$ cat src/rtl/score_encoder_pkg.sv
// Shared frame constants and state encoding for the score-frame
// producer and the argmax index decoder that consumes it.
package score_encoder_pkg;

  localparam int NUM_CLASS = 10;
  localparam int HDR_LEN   = 2;
  localparam int FRAME_LEN = HDR_LEN + NUM_CLASS + 1;
  localparam int SCORE_W   = 32;

  localparam int CNT_W =
    ($clog2(FRAME_LEN) > 5) ? $clog2(FRAME_LEN) : 5;
  localparam int IDX_W =
    (NUM_CLASS > 1) ? $clog2(NUM_CLASS) : 1;

  typedef enum logic [1:0] {
    IDLE  = 2'd0,
    FRAME = 2'd1,
    GAP   = 2'd2
  } state_e;

endpackage

$ cat src/rtl/score_encoder_frame_counter.sv
// Frame word counter; phase flags and body offset describe the
// word that will be on the bus after the next clock edge.
module score_encoder_frame_counter
  import score_encoder_pkg::*;
(
  input  logic             clk,
  input  logic             rst,
  input  logic             start,
  input  logic             advance,
  output logic             hdr,
  output logic             body,
  output logic             tail,
  output logic             wrap,
  output logic [CNT_W-1:0] off
);

  logic [CNT_W-1:0] cnt_q, cnt_d;

  assign wrap = cnt_q == CNT_W'(FRAME_LEN - 1);

  always_comb begin
    cnt_d = cnt_q;
    if (start) begin
      cnt_d = '0;
    end else if (advance) begin
      cnt_d = wrap ? '0 : cnt_q + 1'b1;
    end
  end

  assign hdr  = cnt_d < CNT_W'(HDR_LEN);
  assign body = !hdr &&
                cnt_d < CNT_W'(HDR_LEN + NUM_CLASS);
  assign tail = cnt_d == CNT_W'(FRAME_LEN - 1);
  assign off  = cnt_d - CNT_W'(HDR_LEN);

  always_ff @(posedge clk) begin
    if (rst) begin
      cnt_q <= '0;
    end else begin
      cnt_q <= cnt_d;
    end
  end

endmodule

$ cat src/rtl/score_encoder.sv
// Label-to-score-frame producer: one accepted class index becomes a
// one-hot framed word stream followed by a one-cycle gap.
module score_encoder
  import score_encoder_pkg::*;
#(
  parameter logic signed [SCORE_W-1:0] HIGH_VAL = 32'sd1,
  parameter logic signed [SCORE_W-1:0] LOW_VAL  = 32'sd0
) (
  input  logic                      clk,
  input  logic                      rst,
  input  logic                      idx_valid,
  output logic                      idx_ready,
  input  logic [31:0]               idx_in,
  output logic                      en,
  output logic signed [SCORE_W-1:0] data_out,
  output logic                      last,
  output logic                      err,
  output logic                      busy
);

  state_e state_q, state_d;
  logic [IDX_W-1:0] idx_q, idx_d;
  logic ready_q, ready_d;
  logic en_q, en_d;
  logic signed [SCORE_W-1:0] data_q, data_d;
  logic last_q, last_d;
  logic err_q, err_d;
  logic busy_q, busy_d;

  logic start, advance;
  logic hdr, body, tail, wrap;
  logic [CNT_W-1:0] off;

  score_encoder_frame_counter u_cnt (
    .clk     (clk),
    .rst     (rst),
    .start   (start),
    .advance (advance),
    .hdr     (hdr),
    .body    (body),
    .tail    (tail),
    .wrap    (wrap),
    .off     (off)
  );

  always_comb begin
    state_d = state_q;
    idx_d   = idx_q;
    ready_d = 1'b0;
    en_d    = 1'b0;
    data_d  = '0;
    last_d  = 1'b0;
    err_d   = 1'b0;
    busy_d  = 1'b0;
    start   = 1'b0;
    advance = 1'b0;
    unique case (state_q)
      IDLE: begin
        ready_d = 1'b1;
        if (idx_valid) begin
          if (idx_in >= 32'(NUM_CLASS)) begin
            err_d = 1'b1;
          end else begin
            idx_d   = idx_in[IDX_W-1:0];
            start   = 1'b1;
            state_d = FRAME;
            ready_d = 1'b0;
            en_d    = 1'b1;
            busy_d  = 1'b1;
          end
        end
      end
      FRAME: begin
        advance = 1'b1;
        busy_d  = 1'b1;
        if (wrap) begin
          state_d = GAP;
        end else begin
          en_d = 1'b1;
        end
      end
      GAP: begin
        state_d = IDLE;
        ready_d = 1'b1;
      end
      default: begin
        state_d = IDLE;
        ready_d = 1'b1;
      end
    endcase
    // Word content follows the counter's next position.
    if (en_d) begin
      last_d = tail;
      if (!hdr && body) begin
        data_d = (off == CNT_W'(idx_d)) ? HIGH_VAL : LOW_VAL;
      end
    end
  end

  always_ff @(posedge clk) begin
    if (rst) begin
      state_q <= IDLE;
      idx_q   <= '0;
      ready_q <= 1'b1;
      en_q    <= 1'b0;
      data_q  <= '0;
      last_q  <= 1'b0;
      err_q   <= 1'b0;
      busy_q  <= 1'b0;
    end else begin
      state_q <= state_d;
      idx_q   <= idx_d;
      ready_q <= ready_d;
      en_q    <= en_d;
      data_q  <= data_d;
      last_q  <= last_d;
      err_q   <= err_d;
      busy_q  <= busy_d;
    end
  end

  assign idx_ready = ready_q;
  assign en        = en_q;
  assign data_out  = data_q;
  assign last      = last_q;
  assign err       = err_q;
  assign busy      = busy_q;

endmodule

$ cat config.mk
export PLATFORM = sky130hd
export DESIGN_NAME = score_encoder
export DESIGN_NICKNAME = d
export VERILOG_FILES = /design/src/rtl/score_encoder_pkg.sv /design/src/rtl/score_encoder_frame_counter.sv /design/src/rtl/score_encoder.sv
export SDC_FILE = /design/constraint.sdc
export NUM_CORES = 1
export LEC_CHECK = 0
export ABC_AREA = 1
export CAP_MARGIN = 10
export CORE_UTILIZATION = 35
export DETAILED_ROUTE_END_ITERATION = 10
export GPL_ROUTABILITY_DRIVEN = 0
export PLACE_DENSITY = 0.86
export SYNTH_ARGS = -nofsm -noshare
export SYNTH_HDL_FRONTEND = slang
export SYNTH_SLANG_ARGS = --single-unit
$ cat constraint.sdc
create_clock -name clk -period 1.8 [get_ports clk]
set_clock_uncertainty 0.05 [all_clocks]
set_input_delay 0.36 -clock clk [delete_from_list [all_inputs] [get_ports clk]]
set_output_delay 0.36 -clock clk [all_outputs]
set_load 0.02 [all_outputs]
==> metrics.md <==
| Metric | Value |
|---|---|
| Launch point of the worst hold path | idx_q[1] |
| Critical Setup Path Class | in -> reg |
| CTS H-tree lvls | 1 |
| Dpl hpwl | about 2.5 mm |
| Required arrival time at the worst endpoint | 1.95 ns |
| Setup slack at placement | -0.349 ns |
| Synthesis Warnings | 0 |
| Worst r2r path cells | 11 |
| Highest clock rate | 572 MHz |
| Global routing usage summed across all routing layers | 0.172 |
| Total congestion overflow | 0 |
| Clock net sink count | 17 |
| Path class of the lowest-slack min-delay path | reg -> reg |
| P&R area growth vs syn | 54.1% |
| Starting utilization of the core area | 0.365 |
| Worst setup path startpoint | idx_valid |
| Most area-hungry cell type in the Yosys netlist | dfxtp_1 |
| Power after layout | roughly 0.84 mW |
| Post-Synthesis Mean Instance Area | between 6 and 7 um^2 |
| Worst R2R Start | u_cnt.cnt_q[0] |
| Final setup vio count | 0 |
| Worst hold slack | roughly 0.54 ns |
| Area share of the leading cell type in the synthesized netlist | 0.253 |
| Number of DRC markers in iteration 0 | 78 |
| Floorplan Core Area | 3690 um^2 |
| Maximum number of pins on one net before global-route repair | 13 |
| End point of the critical path | data_out[0] |
| Width of the chip | ~64 um |
| Total die area | 4100 um^2 |
| Cell variety after synth | 26 |
| Number of clock buffers inserted by TritonCTS | 3 |
| Total routed wirelength | 3.57 mm |
| Final min period | 1.75 ns |
| Library cell used as clock root buffer | clkbuf_8 |
| Worst-case vdd ir drop | 0.311 mV |
| Number of I/O pins | 72 |
| Power density relative to cell area | 402 nW/um^2 |
| Max-capacitance violation count | 0 |
| Number of standard-cell rows in the floorplan | 22 |
| Period Utilization, post-route | 0.971 |
| End of the worst register-to-register path | data_out[0] |
| Setup slack on the worst flop-to-flop path | roughly 0.08 ns |
| Predominant post-synthesis flop cell | dfxtp_1 |
| Post-synth ARST share | 0 |
| Flip-flop and latch count after synthesis | 17 |
| Antenna diode count | 0 |
| Net count reported at finish | roughly 310 |
| DRC | 0 |
| Worst endpoint data arrival time | between 1.5 and 2 ns |
| Clk pin slew, worst setup/hold paths | 0.07 ns |
| Final Hold Viols | 0 |
| Sequential cell area fraction in the yosys report | 0.253 |
| Vert. Die Dim | between 60 and 70 um |
| Top cells by area in the synthesized netlist | dfxtp_1 25%, buf_4 17%, nand2_1 12% |
| Largest fanout of any net on the critical path | 4 |
| Wirelength per Cell | 11.1 um |
| Count of TritonRoute iterations in the first routing pass | 4 |
| Wire length of the first global-routing pass | 5.38 mm |
| Via count | about 1400 |
| Most common cell in the synthesized netlist | nand2_1 |
| Most common library cells after synthesis | 42 x nand2_1, 32 x nor2_1, 31 x buf_4 |
| Result of the run | completed |
| Number of antenna violations at the first check in global routing | 0 |
| Worst setup slack after layout | 0.0517 ns |
| Total standard cell area after synthesis | 1350 um^2 |
| Share of cells above drive strength 1 | 0.304 |
| Aggregate negative setup slack | 0 ns |
| Clock latency at the later pin of the worst-skew pair | 0.26 ns |
| Via density | 4.37 |
| Sort of element at the end of the critical path | flop |
| Via count of the first global-routing pass | 1268 |
| Number of standard cells after synthesis | 206 |
| Count of final max-slew check failures | 0 |
| Static Leakage | roughly 1.1 nW |
| Number of hold buffers added after cts | 0 |
| IO Port Bufs | 40 |
| Antenna Nets Post-Route | 0 |
| Clock tree from TritonCTS | yes |
| Critical Path Source Type | primary input |
| Maximum buffer depth of the clock tree | 2 |
| Post-synth EDFFs | 0 |
how the worst min path moves through the flow:
stage	end	cells past startpoint
floorplan	err	1
global placement	err	3
detailed placement	data_out[0]	4
CTS	idx_q[1]	4
global route	idx_q[1]	4
finish	idx_q[1]	4
cell type report:
class	instances	area (um^2)
Clock buffer	4	45.0
Fill cell	326	1610
Inverter	34	128
Multi-Input combinational cell	152	872
Sequential cell	17	347
Tap cell	48	60.1
Timing Repair Buffer	66	626
kinds of logic (layout without fill, tap and decap cells):
kind of cell,count (synthesis),in the layout,share of synthesized area
and+or+nand+nor,107,107,0.386
buffers and inverters,67,104,0.279
adders and majority gates,3,3,0.0279
xor gates and xnor gates,1,1,0.00650
other,1,31,0.00278
DFF,17,17,0.253
AOI/OAI and AO/OA,10,10,0.0455
layer usage:
layer	wire length (um)	track usage	vias to the layer above
met4	61	0.0710	0
met3	172	0.0482	8
li1	-	-	697
met2	2010	0.323	50
met5	0	0	-
met1	1330	0.175	647
what timing repair did:
item,CTS,global route
setup buffers,1,5
endpoints found under the setup margin,2,8
gates cloned,0,0
gates resized for setup,32,40
pin swaps,28,36
endpoints found under the hold margin,0,0
cells in the final DEF (no fill, tap or decap):
cell / n
nand3b_1: 1
dlygate4sd2_1: 17
nand3_4: 1
nor4_2: 1
nand4_1: 3
dfxtp_1: 14
nand3_1: 10
nand2_2: 10
nor2_2: 7
buf_12: 1
nor2_1: 27
o21ai_0: 1
buf_6: 1
o21ai_4: 1
ha_4: 2
buf_4: 24
a21oi_2: 2
ha_1: 1
nand2_1: 31
nand3_2: 4
inv_2: 8
nand2_4: 4
nor2_4: 7
o21ai_2: 4
a21oi_1: 2
clkdlybuf4s50_1: 9
dlymetal6s2s_1: 14
inv_1: 26
dfxtp_2: 2
nor4_1: 1
clkbuf_8: 3
xor2_1: 1
conb_1: 31
dfxtp_4: 1
clkbuf_1: 1
where the power goes:
part / leakage [nW] / total (mW) / internal (mW) / switching [mW]
registers: 0.139 / 0.376 / 0.376 / 0.000239
clock network: 0.0228 / 0.290 / 0.157 / 0.132
logic: 0.941 / 0.170 / 0.0671 / 0.103
sequential cells by signal, indices dropped and copies added (netlist names):
signal       count
busy             1
data_out         1
en               1
err              1
idx_q            4
idx_ready        1
last             1
state_q          2
u_cnt.cnt_q      5
worst max-delay path: stages:
cell and delay [ns]:
clkdlybuf4s50_1 0.48, inv_1 0.08, nor2_4 0.14, nand3_4 0.14, nand2_4 0.11, ha_4 0.20, nand3_1 0.08, nand2_1 0.05
nor2_1 0.11, nand2_1 0.07, nor2_1 0.07
stage by stage:
step	area, um^2	utilization	cells
after floorplan	1460	-	236
after global placement	1840	0.498	311
after detailed placement	1840	0.498	311
after CTS	1920	0.521	316
after global routing	2080	0.563	321
final	2080	0.563	321
No activity file was read; power rests on OpenSTA's default activity.
